===== src/rtl/obi_sbr_rready_adapter_pkg.sv =====
// Shared helpers for the rready adapter: reservation-counter sizing.
package obi_sbr_rready_adapter_pkg;

    // Counter must hold every value 0..depth inclusive.
    function automatic int unsigned rsv_width(input int unsigned depth);
        return (depth < 32'd1) ? 32'd1 : $clog2(depth + 32'd1);
    endfunction

endpackage


===== src/rtl/obi_sbr_rready_adapter_fifo.sv =====
// Stream FIFO with optional fall-through bypass; holds device responses until
// the manager accepts them.
module obi_sbr_rready_adapter_fifo #(
    parameter bit          FALL_THROUGH = 1'b1,
    parameter int unsigned DEPTH        = 2,
    parameter type         dtype        = logic
) (
    input  logic clk_i,
    input  logic rst_ni,
    input  logic flush_i,
    input  logic testmode_i,
    input  dtype data_i,
    input  logic valid_i,
    output logic ready_o,
    output dtype data_o,
    output logic valid_o,
    input  logic ready_i
);

    localparam int unsigned AW = (DEPTH > 32'd1) ? $clog2(DEPTH) : 32'd1;
    localparam int unsigned CW = $clog2(DEPTH + 32'd1);

    dtype          r_mem [DEPTH];
    logic [AW-1:0] r_rd;
    logic [AW-1:0] r_wr;
    logic [CW-1:0] r_cnt;

    logic w_empty;
    logic w_full;
    logic w_bypass;
    logic w_store;
    logic w_deq;
    logic w_flush;

    function automatic logic [AW-1:0] ptr_inc(input logic [AW-1:0] p);
        return (p == AW'(DEPTH - 32'd1)) ? '0 : p + AW'(1);
    endfunction

    // Flush is ignored during scan test so patterns fully own the state.
    assign w_flush  = flush_i & ~testmode_i;
    assign w_empty  = (r_cnt == '0);
    assign w_full   = (r_cnt == CW'(DEPTH));
    assign w_bypass = FALL_THROUGH & w_empty;
    assign valid_o  = ~w_empty | (w_bypass & valid_i);
    assign data_o   = w_bypass ? data_i : r_mem[r_rd];
    assign ready_o  = ~w_full;
    // A bypassed word taken in the same cycle never lands in storage.
    assign w_store  = valid_i & ~w_full & ~(w_bypass & ready_i);
    assign w_deq    = ready_i & ~w_empty;

    // Storage, pointers and occupancy.
    always_ff @(posedge clk_i or negedge rst_ni) begin
        if (!rst_ni) begin
            r_rd  <= '0;
            r_wr  <= '0;
            r_cnt <= '0;
            for (int i = 0; i < int'(DEPTH); i++) begin
                r_mem[i] <= '0;
            end
        end else if (w_flush) begin
            r_rd  <= '0;
            r_wr  <= '0;
            r_cnt <= '0;
        end else begin
            if (w_store) begin
                r_mem[r_wr] <= data_i;
                r_wr        <= ptr_inc(r_wr);
            end
            if (w_deq) begin
                r_rd <= ptr_inc(r_rd);
            end
            case ({w_store, w_deq})
                2'b10:   r_cnt <= r_cnt + CW'(1);
                2'b01:   r_cnt <= r_cnt - CW'(1);
                default: r_cnt <= r_cnt;
            endcase
        end
    end

endmodule


===== src/rtl/obi_sbr_rready_adapter.sv =====
// OBI subordinate adapter: reserves a FIFO slot per granted request so a
// fixed-latency device can serve an rready-driving manager.
// Optional SVA checks are compiled when OBI_SBR_RREADY_ADAPTER_ASSERT_EN is defined.
module obi_sbr_rready_adapter
    import obi_sbr_rready_adapter_pkg::*;
#(
    parameter type         obi_a_chan_t = logic,
    parameter type         obi_r_chan_t = logic,
    parameter int unsigned DEPTH        = 2,
    parameter int unsigned Latency      = 1
) (
    input  logic        clk_i,
    input  logic        rst_ni,
    input  logic        test_mode_i,
    input  obi_a_chan_t sbr_a_chan_i,
    input  logic        req_i,
    output logic        gnt_o,
    output obi_r_chan_t sbr_r_chan_o,
    output logic        rvalid_o,
    input  logic        rready_i,
    output obi_a_chan_t mem_a_chan_o,
    output logic        mem_req_o,
    input  obi_r_chan_t mem_r_chan_i
);

    localparam int unsigned RsvW = rsv_width(DEPTH);

    logic [RsvW-1:0]    r_rsv;
    logic [Latency-1:0] r_lat;

    logic w_free;
    logic w_gnt;
    logic w_mem_req;
    logic w_push;
    logic w_fifo_ready;
    logic w_rvalid;

    assign w_free    = w_rvalid & rready_i;
    // A response leaving this cycle frees a slot for a new grant.
    assign w_gnt     = (r_rsv < RsvW'(DEPTH)) | w_free;
    assign w_mem_req = req_i & w_gnt;
    assign w_push    = r_lat[Latency-1];

    assign gnt_o        = w_gnt;
    assign mem_req_o    = w_mem_req;
    assign mem_a_chan_o = sbr_a_chan_i;
    assign rvalid_o     = w_rvalid;

    // Reservation counter: responses in flight or buffered.
    always_ff @(posedge clk_i or negedge rst_ni) begin
        if (!rst_ni) begin
            r_rsv <= '0;
        end else begin
            case ({w_mem_req, w_free})
                2'b10:   r_rsv <= r_rsv + RsvW'(1);
                2'b01:   r_rsv <= r_rsv - RsvW'(1);
                default: r_rsv <= r_rsv;
            endcase
        end
    end

    // Latency tracker: top bit marks the device response as valid.
    always_ff @(posedge clk_i or negedge rst_ni) begin
        if (!rst_ni) begin
            r_lat <= '0;
        end else begin
            r_lat[0] <= w_mem_req;
            for (int i = 1; i < int'(Latency); i++) begin
                r_lat[i] <= r_lat[i-1];
            end
        end
    end

    obi_sbr_rready_adapter_fifo #(
        .FALL_THROUGH (1'b1),
        .DEPTH        (DEPTH),
        .dtype        (obi_r_chan_t)
    ) u_rsp_fifo (
        .clk_i      (clk_i),
        .rst_ni     (rst_ni),
        .flush_i    (1'b0),
        .testmode_i (test_mode_i),
        .data_i     (mem_r_chan_i),
        .valid_i    (w_push),
        .ready_o    (w_fifo_ready),
        .data_o     (sbr_r_chan_o),
        .valid_o    (w_rvalid),
        .ready_i    (rready_i)
    );

`ifdef OBI_SBR_RREADY_ADAPTER_ASSERT_EN
    if (DEPTH < 32'd1 || Latency < 32'd1) begin : g_bad_params
        $error("obi_sbr_rready_adapter: DEPTH and Latency must both be >= 1");
    end

    a_no_push_full : assert property (@(posedge clk_i) disable iff (!rst_ni)
        w_push |-> w_fifo_ready);
    a_rsv_bound : assert property (@(posedge clk_i) disable iff (!rst_ni)
        r_rsv <= RsvW'(DEPTH));
    a_no_free_empty : assert property (@(posedge clk_i) disable iff (!rst_ni)
        w_free |-> (r_rsv != '0));
    a_r_stable : assert property (@(posedge clk_i) disable iff (!rst_ni)
        (w_rvalid & ~rready_i) |=> (w_rvalid && $stable(sbr_r_chan_o)));
`endif

endmodule

===== config.mk =====
export PLATFORM = sky130hd
export DESIGN_NAME = obi_sbr_rready_adapter
export DESIGN_NICKNAME = d
export VERILOG_FILES = /design/src/rtl/obi_sbr_rready_adapter_pkg.sv /design/src/rtl/obi_sbr_rready_adapter_fifo.sv /design/src/rtl/obi_sbr_rready_adapter.sv
export SDC_FILE = /design/constraint.sdc
export NUM_CORES = 1
export LEC_CHECK = 0
export CORE_AREA = 4 4 41 43
export DETAILED_ROUTE_END_ITERATION = 10
export DIE_AREA = 0 0 45 47
export GPL_ROUTABILITY_DRIVEN = 0
export PLACE_DENSITY_LB_ADDON = 0.08
export SLEW_MARGIN = 5
export SYNTH_ARGS = -nofsm -noshare
export SYNTH_HDL_FRONTEND = slang
export SYNTH_SLANG_ARGS = --single-unit

===== constraint.sdc =====
create_clock -name clk_i -period 1.5 [get_ports clk_i]
set_input_delay 0.3 -clock clk_i [delete_from_list [all_inputs] [get_ports clk_i]]
set_output_delay 0.3 -clock clk_i [all_outputs]
set_load 0.01 [all_outputs]

==> flow_metrics.py <==
metrics = {
    "outcome": {
        "status": "finished, violations left",
        "failed_checks": "setup timing",
    },
    "worst_setup_path": {
        "path_class": "reg -> out",
        "startpoint": "u_rsp_fifo.r_cnt[0]",
        "worstSetupEndpointType": "output pin",
        "cp.arrival_ns": 1.36,
        "crit_chain": "o31a_1 > nand2b_4 > and2_4 > buf_6",
        "ff2ff_setup_slack_ns": -0.13,
        "crit-reg2reg-launch": "u_rsp_fifo.r_cnt[0]",
        "cpLargestDelayFamily": "flip-flops",
        "max_stage_delay_ns": 0.38,
        "slowest_stage": "dfrtp_1",
        "required_ns": 1.20,
        "worst-path-max-fanout": 2,
        "cp_num_buf_inv": 1,
        "critPathLaunchType": "flip-flop",
    },
    "timing": {
        "hold_viol": 0,
        "setup_ws_ns": -0.163,
        "skew_ns": 0.00749,
        "drv_slew": 0,
        "fmax_mhz": 601,
        "fin_worst_hold_slack_ns": 0.332,
        "max_slew.worst_pin.slew_ns": 0.406,
        "period_needed_ns": 1.66,
        "rsz0062_at_grt": "yes",
        "setup_violations": 7,
        "post-route-period-util_pct": 111,
        "slew_headroom_pct": 72.9,
    },
    "placed_design": {
        "dpl.cell_count": 71,
        "detailed_place_hpwl_um": 727,
        "portBuffers": 8,
        "place_area_um2": 627,
        "pre_cts_ws_ns": -0.619,
    },
    "cts": {
        "cts_max_level": 1,
        "clock_latency_ns": 0.26,
        "clockBufferDepth": 2,
        "cts.sinks": 9,
        "cts_buffers": 3,
        "cts.clk_slew.worst_paths_ns": 0.07,
        "root_buffer": "clkbuf_4",
        "cts_tree": "done",
    },
    "synth": {
        "postSynthCellCount": 38,
        "synth_warnings": 0,
        "yosysSeqAreaShare_pct": 49.7,
        "netlist.area_leader.share_pct": 49.7,
        "synth_seq_cells": 9,
        "synth_top_flop_cell": "dfrtp_1",
        "syn_area_per_cell_um2": 11.9,
        "synth_most_common_cell": "dfrtp_1",
        "synthTopCellsByArea": "dfrtp_1, xnor2_1, xor2_1",
        "synth_nets": 47,
        "yosysTopAreaCell": "dfrtp_1",
        "synth_edf_count": 0,
        "synthDistinctLibCells": 18,
        "synth.top_cells.by_count": "dfrtp_1, xnor2_1, nand2_1, nor2_1, xor2_1",
        "async_flop_share_pct": 100,
        "syn_area_um2": 453,
    },
    "floorplan": {
        "die_y_um": 47,
        "chipWidth_um": 45,
        "ioPinCount": 12,
        "dieArea_mm2": 0.00212,
        "initial_core_util_pct": 34.8,
        "num_rows": 13,
        "core_area_mm2": 0.00130,
    },
    "drt": {
        "drc": 0,
        "wl_met2_um": 622,
        "m1WireLength_um": 415,
        "routed.top_layer": "met3",
        "antenna_left": 0,
        "wl_mm": 1.11,
        "wl_met3_um": 68,
        "avgRoutedWirePerCell_um": 14.2,
        "viasPerCell": 4.78,
        "drt_iter0_drc": 3,
        "firstDrtPassIters": 3,
        "vias": 373,
    },
    "power_and_ir_drop": {
        "pwr_density_cell_mw_per_mm2": 2200,
        "max-vdd-ir-drop_v": 0.00102,
        "power.leakage_nw": 0.341,
        "total_power_w": 0.00165,
    },
    "grt": {
        "antenna_found_initial": 0,
        "grt_pass1_wl_mm": 1.81,
        "grt_usage_pct": 12.1,
        "first_global_vias": 422,
        "grt_remaining_overflow": 0,
        "grt_max_degree": 10,
    },
    "layout": {
        "instances_no_fill": 78,
        "drive_above_1_share_pct": 57.1,
        "nNetsFinal": 73,
        "syn2layout_area_growth_pct": 64.9,
        "n_antenna_cell": 0,
        "fin_area_um2": 747,
    },
    "run": {
        "maxCapViolCount": 0,
    },
    "hold_path": {
        "hold_path_class": "in -> async",
    },
}
## cells in the final DEF (no fill, tap or decap)
| master | synthesis | final |
|---|---|---|
| buf_6 | 0 | 2 |
| o31a_1 | 1 | 1 |
| nand2_2 | 0 | 2 |
| clkdlybuf4s50_1 | 0 | 3 |
| xor2_1 | 3 | 3 |
| mux2i_1 | 1 | 1 |
| xnor2_1 | 5 | 3 |
| dfrtp_1 | 9 | 9 |
| and2_4 | 0 | 1 |
| nor2_4 | 0 | 1 |
| nand2b_4 | 1 | 1 |
| nor2b_1 | 1 | 1 |
| nor2_2 | 0 | 2 |
| o21ai_0 | 1 | 1 |
| nand3b_1 | 1 | 1 |
| dlygate4sd2_1 | 0 | 1 |
| clkbuf_4 | 0 | 3 |
| nand2_1 | 3 | 1 |
| o21bai_4 | 0 | 1 |
| xnor2_2 | 0 | 2 |
| buf_2 | 0 | 2 |
| buf_4 | 1 | 14 |
| mux2_4 | 0 | 2 |
| nand3_2 | 0 | 1 |
| ha_4 | 0 | 2 |
| or3_1 | 1 | 1 |
| clkbuf_1 | 0 | 1 |
## flip-flops by register name (all words and copies together) (netlist names)
register          cells
r_rsv                 2
u_rsp_fifo.r_wr       1
r_lat                 1
u_rsp_fifo.r_cnt      2
u_rsp_fifo.r_mem      2
u_rsp_fifo.r_rd       1
## where the power goes
| part | internal (W) | leakage (nW) | switching, W | total (W) |
|---|---|---|---|---|
| registers | 0.000370 | 0.106 | 0.0000951 | 0.000465 |
| logic | 0.000590 | 0.220 | 0.000400 | 0.000990 |
| clock network | 0.000102 | 0.0150 | 0.0000876 | 0.000190 |
## final cells by class
class                      count  area [um2]
fill                         115         554
multi-input combinational     28         300
sequential                     9         225
timing repair buffer          22         176
clock buffer                   4        26.3
tap                           15        18.8
## routing by layer
| layer | GRT usage (%) | vias up |
|---|---|---|
| li1 | - | 176 |
| met1 | 12.9 | 186 |
| met2 | 21.8 | 11 |
| met3 | 3.83 | 0 |
| met4 | 5.26 | 0 |
| met5 | 0 | - |
## final timing paths
check,to,cells past startpoint
setup / recovery,mem_req_o,4
min in group clk_i,u_rsp_fifo.r_wr,1
setup reg to reg,r_rsv[1],8
hold / removal,u_rsp_fifo.r_cnt[1],1
hold reg to reg,u_rsp_fifo.r_wr,1
max in group asynchronous,r_rsv[1],1
## through the flow
stage,utilization (%),TNS (ns)
6_report,57.4,-0.596
3_3_place_gp,48.2,-2.54
2_1_floorplan,-,0
3_5_place_dp,48.2,-2.81
4_1_cts,55.5,-0.613
5_1_grt,57.4,-0.949
## repair_timing
item	in CTS	in global routing
resized for setup	32	3
hold buffers	0	0
pin swaps	6	2
buffers inserted	2	1
setup endpoints to repair	8	9
## cell families after synthesis
family          synth area share [%]
fa+ha+maj                       5.52
xor+xnor                        15.5
simple gates                    14.9
compound gates                  5.52
mux                             7.18
buf+inv                         1.66
flops                           49.7
(Power assumes the default switching activity.)
